[config.mk]
export PLATFORM = sky130hd
export DESIGN_NAME = regfile_seq_fsm
export DESIGN_NICKNAME = d
export VERILOG_FILES = /design/src/rtl/regfile_seq_fsm.sv
export SDC_FILE = /design/constraint.sdc
export NUM_CORES = 1
export LEC_CHECK = 0
export CORE_AREA = 5 5 251 253
export CTS_CLUSTER_DIAMETER = 150
export CTS_CLUSTER_SIZE = 10
export DETAILED_ROUTE_END_ITERATION = 8
export DIE_AREA = 0 0 256 258
export GPL_ROUTABILITY_DRIVEN = 0
export GPL_TIMING_DRIVEN = 0
export HOLD_SLACK_MARGIN = 0.1
export SYNTH_ARGS = -nofsm -noshare
export SYNTH_HDL_FRONTEND = slang
export SYNTH_SLANG_ARGS = --single-unit
[constraint.sdc]
create_clock -name clk_i -period 3.7 [get_ports clk_i]
set_input_delay 0.925 -clock clk_i [delete_from_list [all_inputs] [get_ports clk_i]]
set_output_delay 0.925 -clock clk_i [all_outputs]
set_load 0.01 [all_outputs]
[src/rtl/regfile_seq_fsm.sv]
// regfile_seq_fsm: sequencer that fills a register file with a two-term
// recurrence (r[i] = r[i-1] +/- r[i-2]) starting from two seeds. It then
// dumps every register on rout_o, one register per cycle.
// Optional feature: define REGFSM_DISPLAY_EN to drive display_o as four
// active-low hex digits of rout_o, registered one cycle late. Without the
// macro, display_o is tied to all segments off.
module regfile_seq_fsm #(
    parameter int WIDTH = 16,
    parameter int NREGS = 16
) (
    input  logic             clk_i,
    input  logic             reset_ni,
    input  logic             start_i,
    input  logic             mode_i,
    input  logic [WIDTH-1:0] seed0_i,
    input  logic [WIDTH-1:0] seed1_i,
    output logic [WIDTH-1:0] rout_o,
    output logic             rvalid_o,
    output logic [3:0]       state_o,
    output logic             busy_o,
    output logic             ovf_o,
    output logic [27:0]      display_o
);

    localparam int IDX_W = $clog2(NREGS);

    localparam logic [3:0] S_IDLE  = 4'd0;
    localparam logic [3:0] S_LOAD0 = 4'd1;
    localparam logic [3:0] S_LOAD1 = 4'd2;
    localparam logic [3:0] S_READ  = 4'd3;
    localparam logic [3:0] S_EXEC  = 4'd4;
    localparam logic [3:0] S_WRITE = 4'd5;
    localparam logic [3:0] S_DUMP  = 4'd6;
    localparam logic [3:0] S_DONE  = 4'd7;

    localparam logic [IDX_W-1:0] LAST_IDX = IDX_W'(NREGS - 1);
    localparam logic [IDX_W-1:0] IDX_ONE  = IDX_W'(1);
    localparam logic [IDX_W-1:0] IDX_TWO  = IDX_W'(2);

    logic [3:0]       state_q, state_d;
    logic [IDX_W-1:0] idx_q, idx_d;
    logic [IDX_W-1:0] ptr_q, ptr_d;
    logic             mode_q, mode_d;
    logic [WIDTH-1:0] seed0_q, seed0_d;
    logic [WIDTH-1:0] seed1_q, seed1_d;
    logic [WIDTH-1:0] a_q, a_d;
    logic [WIDTH-1:0] b_q, b_d;
    logic [WIDTH-1:0] res_q, res_d;
    logic             ovf_q, ovf_d;

    logic [WIDTH-1:0] regs_q [NREGS];

    // Register-file write port, driven by the FSM.
    logic             we;
    logic [IDX_W-1:0] waddr;
    logic [WIDTH-1:0] wdata;
    logic [WIDTH:0]   sum;

    // Next-state logic: sequencing, operand latching, arithmetic and write control.
    always_comb begin
        // NOTE: every signal assigned here gets a default first, so no path leaves it unassigned (no latch).
        state_d = state_q;
        idx_d   = idx_q;
        ptr_d   = ptr_q;
        mode_d  = mode_q;
        seed0_d = seed0_q;
        seed1_d = seed1_q;
        a_d     = a_q;
        b_d     = b_q;
        res_d   = res_q;
        ovf_d   = ovf_q;
        we      = 1'b0;
        waddr   = idx_q;
        wdata   = res_q;
        sum     = {1'b0, a_q} + {1'b0, b_q};

        case (state_q)
            S_IDLE, S_DONE: begin
                if (start_i) begin
                    mode_d  = mode_i;
                    seed0_d = seed0_i;
                    seed1_d = seed1_i;
                    ovf_d   = 1'b0;
                    state_d = S_LOAD0;
                end
            end
            S_LOAD0: begin
                we      = 1'b1;
                waddr   = '0;
                wdata   = seed0_q;
                state_d = S_LOAD1;
            end
            S_LOAD1: begin
                we      = 1'b1;
                waddr   = IDX_ONE;
                wdata   = seed1_q;
                idx_d   = IDX_TWO;
                state_d = S_READ;
            end
            S_READ: begin
                a_d     = regs_q[idx_q - IDX_ONE];
                b_d     = regs_q[idx_q - IDX_TWO];
                state_d = S_EXEC;
            end
            S_EXEC: begin
                if (mode_q) begin
                    res_d = a_q - b_q;
                    if (a_q < b_q) ovf_d = 1'b1;
                end else begin
                    res_d = sum[WIDTH-1:0];
                    if (sum[WIDTH]) ovf_d = 1'b1;
                end
                state_d = S_WRITE;
            end
            S_WRITE: begin
                we = 1'b1;
                if (idx_q < LAST_IDX) begin
                    idx_d   = idx_q + IDX_ONE;
                    state_d = S_READ;
                end else begin
                    ptr_d   = '0;
                    state_d = S_DUMP;
                end
            end
            S_DUMP: begin
                if (ptr_q == LAST_IDX) begin
                    state_d = S_DONE;
                end else begin
                    ptr_d = ptr_q + IDX_ONE;
                end
            end
            default: state_d = S_IDLE;
        endcase
    end

    // Control and datapath state registers.
    always_ff @(posedge clk_i or negedge reset_ni) begin
        if (!reset_ni) begin
            state_q <= S_IDLE;
            idx_q   <= '0;
            ptr_q   <= '0;
            mode_q  <= 1'b0;
            seed0_q <= '0;
            seed1_q <= '0;
            a_q     <= '0;
            b_q     <= '0;
            res_q   <= '0;
            ovf_q   <= 1'b0;
        end else begin
            // NOTE: sequential state uses non-blocking assignments so every register samples pre-edge values.
            state_q <= state_d;
            idx_q   <= idx_d;
            ptr_q   <= ptr_d;
            mode_q  <= mode_d;
            seed0_q <= seed0_d;
            seed1_q <= seed1_d;
            a_q     <= a_d;
            b_q     <= b_d;
            res_q   <= res_d;
            ovf_q   <= ovf_d;
        end
    end

    // Register file: single write port, fully cleared by reset.
    always_ff @(posedge clk_i or negedge reset_ni) begin
        if (!reset_ni) begin
            // NOTE: the array is reset because every register must read zero after reset; this keeps it out of RAM macros.
            for (int i = 0; i < NREGS; i++) regs_q[i] <= '0;
        end else if (we) begin
            regs_q[waddr] <= wdata;
        end
    end

    assign rout_o   = (state_q == S_DUMP || state_q == S_DONE) ? regs_q[ptr_q] : '0;
    assign rvalid_o = (state_q == S_DUMP);
    assign busy_o   = (state_q >= S_LOAD0) && (state_q <= S_DUMP);
    assign state_o  = state_q;
    assign ovf_o    = ovf_q;

`ifdef REGFSM_DISPLAY_EN
    // Hex digit to active-low segments, bit order {g,f,e,d,c,b,a}.
    function automatic logic [6:0] hex_to_seg(input logic [3:0] hex);
        logic [6:0] seg;
        case (hex)
            4'h0: seg = 7'h40;
            4'h1: seg = 7'h79;
            4'h2: seg = 7'h24;
            4'h3: seg = 7'h30;
            4'h4: seg = 7'h19;
            4'h5: seg = 7'h12;
            4'h6: seg = 7'h02;
            4'h7: seg = 7'h78;
            4'h8: seg = 7'h00;
            4'h9: seg = 7'h10;
            4'hA: seg = 7'h08;
            4'hB: seg = 7'h03;
            4'hC: seg = 7'h46;
            4'hD: seg = 7'h21;
            4'hE: seg = 7'h06;
            default: seg = 7'h0E;
        endcase
        return seg;
    endfunction

    logic [31:0] rout_ext;
    logic [27:0] display_q;

    assign rout_ext = 32'(rout_o);

    // Display register: four digits of rout_o, most significant digit first.
    always_ff @(posedge clk_i or negedge reset_ni) begin
        if (!reset_ni) begin
            display_q <= 28'hFFFFFFF;
        end else begin
            display_q <= {hex_to_seg(rout_ext[15:12]), hex_to_seg(rout_ext[11:8]),
                          hex_to_seg(rout_ext[7:4]),   hex_to_seg(rout_ext[3:0])};
        end
    end

    assign display_o = display_q;
`else
    assign display_o = 28'hFFFFFFF;
`endif

endmodule
==> run_results.csv, run 1 <==
group,metric,value,unit
synthesis,syn_inst,1780,
die,die_x,256,um
critical_path,start_kind,"flip-flop",
timing,period_share,0.9979,
run,max_cap_violations,0,
clock_tree,cts_tree,"done",
routing,drt_iter0_drc,2122,
synthesis,synth-xor-area-share,0.004592,
die,die_h,258,um
cells_and_area,antenna_cells,0,
timing,maxSlewViolCount,0,
synthesis,yosys.area_share.simple,0.08164,
critical_path,worstRegToRegCells,9,
die,ioPinCount,87,
routing,dr.pass1.iters,6,
routing,ant_nets,0,
power_and_ir_drop,power,0.01972,W
critical_path,critPathKind,"flip-flop to output port",
outcome,status,"finished clean",
timing,rsz0062_at_grt,"yes",
die,rows,91,
synthesis,synthMuxAreaShare,0.3087,
place,port_buffers,57,
routing,vias,16050,
power_and_ir_drop,p_leak,9.866,nW
synthesis,synthTopCellsByArea,"dfrtp_1 42%, mux4_2 26%, o21ai_0 5.8%",
cells_and_area,fillers,5709,
timing,fin_crit,3.692,ns
synthesis,synth_area_per_cell,11.79,um2
synthesis,netlist.area_leader.share,0.4163,
synthesis,syn_area,0.02098,mm2
place,place_area,0.02273,mm2
cells_and_area,layout.nets,1995,
global_routing,grt_usage,0.1986,
power_and_ir_drop,power-per-cell-area,818.0,mW/mm2
timing,whs,0.3038,ns
global_routing,antenna_found_initial,0,
timing,finalSetupTns,0,ns
cells_and_area,design_area,0.02410,mm2
timing,setup_viol,0,
critical_path,r2r-end,"a_q[14]",
die,core_area,0.06080,mm2
routing,top_layer,"met4",
critical_path,r2r-start,"idx_q[1]",
critical_path,cp_max_fo,10,
clock_tree,cts_buffers,40,
timing,fin_skew,0.03453,ns
synthesis,async_reset_ff_frac,1.000,
clock_tree,clk_latency,0.58,ns
clock_tree,clk_path_buf_depth,3,
power_and_ir_drop,p_switching,0.008371,W
routing,wl_per_cell,24.34,um
power_and_ir_drop,switching_share,0.4245,
synthesis,synth-seq-cells,349,
routing,wl_met2,31380,um
clock_tree,clk_pin_slew,0.06,ns
critical_path,ff2ff_setup_slack,0.06,ns
power_and_ir_drop,power_frac_clock,0.177,
synthesis,synthAdderAreaFrac,0.02457,
clock_tree,cts.sinks,349,
critical_path,cp-end-kind,"output port",
power_and_ir_drop,ir_drop,361.0,uV
routing,routed_via_density,5.920,
synthesis,ys_seq_area_frac,0.4163,
clock_tree,htreeDepth,2,
die,start_util,0.3451,
power_and_ir_drop,power_frac_seq,0.286,
global_routing,grt_start_max_net_pins,105,
routing,postRouteWirelength,65980,um
synthesis,synth_edf_count,0,
timing,max_freq,270.8,MHz
timing,slew_headroom,0.3135,
synthesis,synth-compound-area-share,0.1072,
power_and_ir_drop,cell_internal_pwr,0.01135,W
die,dieArea,0.06605,mm2
synthesis,ys_top_cells_by_count,"349 x dfrtp_1, 266 x nand2_1, 245 x o21ai_0",
hold_path,hp-class,"input port to asynchronous set/reset pin",
synthesis,ys.flop_type,"dfrtp_1",
cells_and_area,drive_gt1_frac,0.2556,
routing,wl_met1,26270,um
place,hpwl,51950,um
cells_and_area,area_delta_synth_final,14.89,%
routing,wl_met3,6236,um
clock_tree,root_buffer,"clkbuf_16",
critical_path,arrival,2.77,ns
synthesis,yosysMostFrequentCell,"dfrtp_1",
power_and_ir_drop,p_comb_frac,0.536,
timing,worstMarginPinSlew,1.030,ns
synthesis,netlist-cell-type-count,65,
global_routing,grt_pass1_wl,101900,um
global_routing,overflow,0,
critical_path,cp.required,2.77,ns
synthesis,synth_top_family_by_area,"multiplexers",
global_routing,grt_pass1_vias,16060,
synthesis,ys_warn_count,0,
timing,hold_violations,0,
routing,drc_errors,0,
synthesis,yosysTopAreaCell,"dfrtp_1",
==> cell families after synthesis <==
group           after synthesis
xor+xnor                     11
other cells                   2
simple gates                392
mux                         339
flops                       349
fa+ha+maj                    40
compound gates              390
buf+inv                     257
==> placed cells by master, fill, tap and decap left out, drive strengths merged, types with 3 or more instances in the layout <==
| master | Yosys | routed |
|---|---|---|
| mux2 | 65 | 65 |
| o22ai | 17 | 17 |
| clkdlybuf4s50 | 0 | 40 |
| a21o | 6 | 6 |
| nor2 | 32 | 32 |
| o31ai | 9 | 9 |
| nor2b | 24 | 24 |
| nand4 | 10 | 10 |
| conb | 2 | 29 |
| nand2b | 8 | 8 |
| o22a | 16 | 16 |
| nand3b | 6 | 6 |
| and3 | 3 | 3 |
| nand2 | 266 | 266 |
| a221oi | 3 | 3 |
| mux2i | 34 | 34 |
| a211o | 3 | 3 |
| a21oi | 34 | 34 |
| nor3 | 6 | 6 |
| nand3 | 12 | 12 |
| dfrtp | 349 | 349 |
| or3 | 7 | 7 |
| a211oi | 6 | 6 |
| xnor2 | 6 | 6 |
| o21ai | 251 | 251 |
| ha | 38 | 38 |
| mux4 | 240 | 240 |
| and2 | 8 | 8 |
| clkbuf | 106 | 144 |
| a31o | 3 | 3 |
| xor2 | 5 | 5 |
| o31a | 3 | 3 |
| a31oi | 12 | 12 |
| o21a | 5 | 5 |
| buf | 82 | 114 |
| o21bai | 3 | 3 |
| inv | 69 | 71 |
==> through the flow <==
stage          instances    util  setup slack [ns]
6_report            2711  0.3964          0.007712
5_1_grt             2711  0.3964          -0.05990
4_1_cts             2712  0.3961          -0.05101
3_5_place_dp        2657  0.3738            -1.141
3_3_place_gp        2654  0.3724            -13.35
2_1_floorplan       1807       -            0.4951
==> per-layer routing <==
metal / vias up / global-route usage
met3: 147 / 0.04928
met2: 925 / 0.3233
met4: 0 / 0.06222
met1: 8172 / 0.2645
li1: 6806 / -
met5: - / 0
==> power groups by stage <==
stage,clock network (W),logic [W],registers [W]
after CTS,0.00356,0.0105,0.00561
after global routing,0.00371,0.0113,0.00576
after floorplan,0,0.00709,0.00537
after detailed placement,0,0.0101,0.00566
after global placement,0,0.00990,0.00558
final,0.00349,0.0106,0.00565
==> flip-flops by register name, summed over array words and instances, names as in the netlist <==
name	count
a_q	16
b_q	16
idx_q	4
mode_q	1
ovf_o	1
ptr_q	4
regs_q	256
res_q	16
seed0_q	16
seed1_q	16
state_o	3
==> worst max-delay path, stage by stage (launching register included) <==
cell     delay (ns)
dfrtp_2        0.42
buf_4          0.16
buf_12         0.15
mux4_2         0.56
mux4_2         0.54
nor2b_1        0.17
buf_2          0.17
==> repair_timing <==
action	in CTS	in global routing
resized for setup	133	17
cloned	1	0
hold buffers	0	0
buffers inserted	12	0
pin swaps	0	0
setup endpoints to repair	50	39
==> how the worst max path moves through the flow <==
stage / end / start / slack [ns]
after CTS: rout_o[10] / ptr_q[0] / -0.05
final: rout_o[13] / ptr_q[0] / 0.008
after global routing: rout_o[8] / ptr_q[0] / -0.06
after detailed placement: a_q[0] / idx_q[1] / -1.14
after floorplan: a_q[15] / idx_q[1] / 0.50
after global placement: regs_q[88] / reset_ni / -13.35
==> final cells by class <==
class                           instances  area, um2  share of cell area
Inverter                               69      259.0             0.01074
Buffer                                186       1099             0.04557
Multi-Input combinational cell       1201      11220              0.4655
Timing Repair Buffer                   72      750.7             0.03114
Clock inverter                          3      47.55            0.001972
Clock buffer                           41       1005             0.04168
Sequential cell                       349       8736              0.3624
Tap cell                              790      988.4             0.04101
(Power assumes the default switching activity.)
==> run 2: changes to the inputs <==
==> constraint.sdc (replaced) <==
create_clock -name clk_i -period 3.4 [get_ports clk_i]
set_input_delay 0.85 -clock clk_i [delete_from_list [all_inputs] [get_ports clk_i]]
set_output_delay 0.85 -clock clk_i [all_outputs]
set_load 0.1 [all_outputs]
==> run 2 against run 1 <==
Against the previous run: the run now ends with setup timing left; hold slack lost 0.050 ns; total power grew 15%; non-clock buffer count shrank 4; register-to-register slack gained 0.09 ns; clock-buffer cell count grew 1; largest cell class unchanged; clock skew grew 0.0057 ns; combinational power grew 20%; highest routed layer unchanged; routed wire length grew 0.63%; final area grew 0.77%; sequential cell count is the same; critical endpoint is now rout_o[5]; critical path depth is the same.
==> run_results.csv, run 2 (synthesis gave the netlist of run 1 again) <==
group,metric,value,unit
cells_and_area,mostFrequentLayoutCell,"dfrtp_1",
cells_and_area,fillers,5760,
global_routing,antenna_found_initial,0,
global_routing,grt_pass1_wl,101600,um
timing,setup_slack,-0.2461,ns
routing,routed_via_density,5.862,
timing,hold_violations,0,
critical_path,r2r-start,"idx_q[1]",
critical_path,cpPeakStageDelay,0.56,ns
die,dieArea,0.06605,mm2
run,max_cap_violations,0,
clock_tree,clk_path_buf_depth,3,
timing,slew_headroom,0.3022,
clock_tree,root_buffer,"clkbuf_16",
clock_tree,cts_hold_buf,0,
critical_path,timing.critical_path.buf_inv,3,
critical_path,cp_max_fo,5,
place,hpwl,51840,um
outcome,status,"finished, violations left",
power_and_ir_drop,power-per-cell-area,934.2,mW/mm2
critical_path,cpMaxStageDelayCell,"mux4_2",
timing,whs,0.2537,ns
critical_path,cp.required,2.55,ns
clock_tree,cts.sinks,349,
critical_path,critPathTopFamily,"multiplexers",
global_routing,grt_pass1_vias,15950,
routing,ant_nets,0,
timing,fin_crit,3.646,ns
power_and_ir_drop,power_frac_seq,0.271,
cells_and_area,drive_gt1_frac,0.2607,
die,die_h,258,um
die,core_area,0.06080,mm2
critical_path,cp-end-kind,"output port",
routing,vias,15870,
cells_and_area,design_area,0.02429,mm2
timing,setup_viol,15,
routing,wl_per_cell,24.52,um
critical_path,path_cells,"buf_12 -> buf_12 -> mux4_2 -> mux4_2 -> nor2b_4 -> buf_12",
cells_and_area,largest_reg_flops,256,
power_and_ir_drop,p_leak,9.896,nW
global_routing,grt_usage,0.1989,
power_and_ir_drop,cell_internal_pwr,0.01254,W
power_and_ir_drop,switching_share,0.4473,
cells_and_area,area_delta_synth_final,15.77,%
power_and_ir_drop,p_switching,0.01015,W
timing,maxSlewViolCount,0,
critical_path,worstRegToRegCells,8,
power_and_ir_drop,ir_drop,460.5,uV
clock_tree,clk_pin_slew,0.06,ns
die,rows,91,
timing,fin_skew,0.04020,ns
timing,max_freq,274.3,MHz
timing,period_share,1.072,
cells_and_area,layout.nets,1991,
timing,rsz0062_at_grt,"yes",
routing,postRouteWirelength,66390,um
die,die_x,256,um
routing,drt_iter0_drc,1869,
routing,drc_errors,0,
clock_tree,htreeDepth,2,
outcome,violations,"setup timing",
power_and_ir_drop,p_comb_frac,0.560,
critical_path,r2r-end,"a_q[1]",
clock_tree,cts_tree,"done",
routing,dr.pass1.iters,6,
global_routing,overflow,0,
place,port_buffers,57,
critical_path,crit_path_frequent_cell,"buf_12",
critical_path,critPathKind,"flip-flop to output port",
die,start_util,0.3451,
critical_path,arrival,2.80,ns
cells_and_area,top_register,"regs_q",
cells_and_area,antenna_cells,0,
hold_path,hp-class,"input port to asynchronous set/reset pin",
clock_tree,clk_latency,0.59,ns
cells_and_area,final_cell_mix,"346 x dfrtp_1, 265 x nand2_1, 245 x o21ai_0",
place,place_area,0.02279,mm2
power_and_ir_drop,power_frac_clock,0.169,
critical_path,start_kind,"flip-flop",
clock_tree,cts_buffers,40,
global_routing,grt_start_max_net_pins,115,
timing,worstMarginPinSlew,1.047,ns
critical_path,ff2ff_setup_slack,0.15,ns
die,ioPinCount,87,
==> run 2: changes by cell type in the layout (fill, tap and decap cells not counted), sizes merged <==
cell           previous run  this run
clkdlybuf4s15             0         1
buf                     114       112
dlygate4sd2               1         0
clkbuf                  144       145
clkdlybuf4s50            40        38
==> run 2: what timing repair did <==
| item | CTS | global route |
|---|---|---|
| setup buffers | 7 | 0 |
| endpoints found under the setup margin | 51 | 33 |
| resized for setup | 225 | 5 |
| cloned | 1 | 0 |
==> run 2: how the worst max path moves through the flow <==
stage / from / endpoint / slack, ns / cells past startpoint
3_5_place_dp: idx_q[1] / a_q[9] / -1.40 / 9
3_3_place_gp: reset_ni / state_o[2] / -14.76 / 1
2_1_floorplan: state_o[2] / rout_o[0] / -0.29 / 4
6_report: ptr_q[0] / rout_o[5] / -0.25 / 6
4_1_cts: ptr_q[0] / rout_o[5] / -0.26 / 7
5_1_grt: ptr_q[0] / rout_o[5] / -0.29 / 7
==> run 2: final cells by class <==
cell class	count	area, um2	share of cell area
multi-input cells	1201	11260	0.4636
well taps	790	988.4	0.04069
flip-flops and latches	349	8737	0.3597
clock buffers	42	1008	0.04152
clock inverters	3	47.55	0.001957
inverters	69	259.0	0.01066
plain buffers	186	1119	0.04605
repair buffers	68	869.6	0.03580
==> run 2: power groups by stage <==
stage,Combinational (W),Clock (W),Sequential (W)
floorplan,0.00861,0,0.00599
global placement,0.0118,0,0.00607
detailed placement,0.0120,0,0.00616
CTS,0.0126,0.00390,0.00611
global route,0.0135,0.00406,0.00627
finish,0.0127,0.00384,0.00615
==> run 2: per-stage QoR <==
stage          cells  setup slack (ns)    util  TNS (ns)  power [W]
2_1_floorplan   1807           -0.2895       -    -2.799    0.01461
3_3_place_gp    2654            -14.76  0.3734  -4768.48    0.01790
3_5_place_dp    2657            -1.396  0.3749    -52.42    0.01816
4_1_cts         2709           -0.2579  0.3996    -3.478    0.02262
5_1_grt         2708           -0.2880  0.3995    -3.942    0.02388
6_report        2708           -0.2461  0.3995    -3.165    0.02269
==> run 2: per-layer routing <==
metal | GRT usage | wire length [um] | vias up
li1 | - | - | 6798
met1 | 0.2648 | 26180 | 8054
met2 | 0.3237 | 31570 | 887
met3 | 0.05211 | 6751 | 135
met4 | 0.05802 | 1887 | 0
met5 | 0 | 0 | -
==> run 3: changes to the inputs <==
==> config.mk (replaced) <==
export PLATFORM = sky130hd
export DESIGN_NAME = regfile_seq_fsm
export DESIGN_NICKNAME = d
export VERILOG_FILES = /design/src/rtl/regfile_seq_fsm.sv
export SDC_FILE = /design/constraint.sdc
export NUM_CORES = 1
export LEC_CHECK = 0
export CORE_AREA = 5 5 213 298
export CTS_CLUSTER_DIAMETER = 150
export CTS_CLUSTER_SIZE = 10
export DETAILED_ROUTE_END_ITERATION = 8
export DIE_AREA = 0 0 218 303
export GPL_ROUTABILITY_DRIVEN = 0
export GPL_TIMING_DRIVEN = 0
export SYNTH_ARGS = -nofsm -noshare
export SYNTH_HDL_FRONTEND = slang
export SYNTH_SLANG_ARGS = --single-unit
==> run 3 against run 2 <==
Against the previous run: the flow still finishes with violations (setup timing); cell count increased by 0.92%; sequential power about the same; sequential share of layout area decreased by 0.072 points; hold slack improved by 0.11 ns; clock power decreased by 1%; clock-buffer cell count increased by 1; largest power group unchanged; critical path type unchanged; first-iteration DRC count decreased by 25%; via count decreased by 1.1%; total power decreased by 0.28%; clock skew decreased by 0.017 ns; core utilization increased by 0.27 points; worst setup slack got worse by 0.039 ns.
==> run_results.csv, run 3 (synthesis gave the netlist of run 1 again) <==
group,metric,value,unit
critical_path,r2r-end,"a_q[2]",
run,max_cap_violations,0,
cells_and_area,mostFrequentLayoutCell,"dfrtp_1",
critical_path,endpoint,"rout_o[4]",
clock_tree,root_buffer,"clkbuf_16",
outcome,status,"finished, violations left",
die,core_area,0.06051,mm2
routing,postRouteWirelength,67160,um
cells_and_area,fillers,5713,
critical_path,critPathKind,"flip-flop to output port",
die,die_x,218,um
clock_tree,clk_path_buf_depth,3,
routing,drt_iter0_drc,1399,
hold_path,hp-class,"input port to asynchronous set/reset pin",
cells_and_area,layout.nets,1989,
critical_path,start_kind,"flip-flop",
place,hpwl,52830,um
routing,drc_errors,0,
power_and_ir_drop,ir_drop,406.9,uV
power_and_ir_drop,power,0.02263,W
timing,rsz0062_at_grt,"yes",
routing,ant_nets,0,
critical_path,worstRegToRegCells,8,
timing,fin_crit,3.685,ns
clock_tree,clk_pin_slew,0.06,ns
die,dieArea,0.06605,mm2
die,ioPinCount,87,
power_and_ir_drop,p_leak,9.899,nW
timing,hold_violations,0,
critical_path,arrival,2.83,ns
clock_tree,cts_buffers,40,
cells_and_area,drive_gt1_frac,0.2610,
timing,setup_viol,15,
die,start_util,0.3467,
die,rows,107,
power_and_ir_drop,p_comb_frac,0.560,
die,die_h,303,um
timing,fin_skew,0.02357,ns
timing,slew_headroom,0.3269,
cells_and_area,top_register,"regs_q",
critical_path,cp_max_fo,8,
routing,dr.pass1.iters,5,
clock_tree,htreeDepth,2,
place,pre_cts_ws,-1.497,ns
routing,routed_via_density,5.742,
cells_and_area,final_cell_mix,"346 x dfrtp_1, 265 x nand2_1, 245 x o21ai_0",
routing,vias,15690,
power_and_ir_drop,power-per-cell-area,929.7,mW/mm2
global_routing,grt_pass1_vias,16250,
critical_path,ff2ff_setup_slack,0.25,ns
place,place_inst,2683,
global_routing,grt_pass1_wl,101500,um
power_and_ir_drop,cell_internal_pwr,0.01260,W
critical_path,r2r-start,"idx_q[1]",
timing,maxSlewViolCount,0,
power_and_ir_drop,switching_share,0.4430,
cells_and_area,area_delta_synth_final,16.01,%
outcome,violations,"setup timing",
place,port_buffers,57,
clock_tree,clk_latency,0.55,ns
place,place_area,0.02280,mm2
global_routing,grt_usage,0.2022,
cells_and_area,design_area,0.02434,mm2
clock_tree,cts_tree,"done",
cells_and_area,final_cells,2733,
cells_and_area,antenna_cells,0,
timing,max_freq,271.4,MHz
routing,wl_per_cell,24.57,um
timing,setup_slack,-0.2850,ns
global_routing,overflow,0,
clock_tree,cts.sinks,349,
cells_and_area,largest_reg_flops,256,
timing,whs,0.3625,ns
timing,period_share,1.084,
power_and_ir_drop,p_switching,0.01002,W
cells_and_area,multiInputGateArea,0.01129,mm2
critical_path,cp.required,2.55,ns
cells_and_area,ff_latch_area,0.008737,mm2
global_routing,grt_start_max_net_pins,127,
power_and_ir_drop,power_frac_clock,0.168,
critical_path,critPathLaunch,"ptr_q[0]",
critical_path,cp-end-kind,"output port",
timing,worstMarginPinSlew,1.010,ns
power_and_ir_drop,power_frac_seq,0.272,
global_routing,antenna_found_initial,0,
==> run 3: repair_timing <==
action                                 in CTS  in global routing
gates cloned                                2                  0
endpoints found under the hold margin       0                  0
pin swaps                                   0                  0
setup buffers                               5                  0
hold buffers                                0                  0
setup endpoints to repair                  51                 29
resized for setup                         230                  7
==> run 3: layer usage <==
layer / global-route usage / vias up / share of wire
met5: 0 / - / 0
met4: 0.1245 / 0 / 0.072
met3: 0.02775 / 206 / 0.068
met2: 0.3655 / 816 / 0.52
met1: 0.2246 / 7882 / 0.34
li1: - / 6790 / -
==> run 3: metrics by stage <==
step / util / setup TNS, ns
floorplan: - / -2.799
detailed placement: 0.3768 / -53.08
finish: 0.4022 / -3.622
CTS: 0.4020 / -3.483
global placement: 0.3758 / -4709.26
global route: 0.4022 / -3.688
==> run 3: final cells by class <==
type,instances,area share
Multi-Input combinational cell,1201,0.4637
Sequential cell,349,0.3590
Buffer,186,0.04596
Clock buffer,43,0.04246
Tap cell,817,0.04200
Timing Repair Buffer,66,0.03552
Inverter,69,0.01064
Clock inverter,2,0.0007197
==> run 3: power groups by stage <==
stage / logic [W] / registers (W) / clock network [W]
after global routing: 0.0135 / 0.00628 / 0.00402
after detailed placement: 0.0120 / 0.00616 / 0
after floorplan: 0.00861 / 0.00599 / 0
final: 0.0127 / 0.00615 / 0.00380
after CTS: 0.0126 / 0.00611 / 0.00388
after global placement: 0.0118 / 0.00605 / 0
==> run 3: worst min-delay path by stage <==
stage | end | depth (start not counted) | start | slack, ns
CTS | idx_q[3] | 1 | reset_ni | 0.40
global route | ptr_q[3] | 1 | reset_ni | 0.45
finish | ptr_q[3] | 1 | reset_ni | 0.36
global placement | res_q[4] | 2 | res_q[4] | 0.46
detailed placement | res_q[0] | 2 | res_q[0] | 0.47
floorplan | res_q[12] | 2 | res_q[12] | 0.45
==> run 3: worst max-delay path: stages (launching register included) <==
cell     delay (ns)
dfrtp_2        0.45
buf_12         0.21
buf_12         0.16
mux4_2         0.55
mux4_2         0.56
nor2b_4        0.17
buf_12         0.18
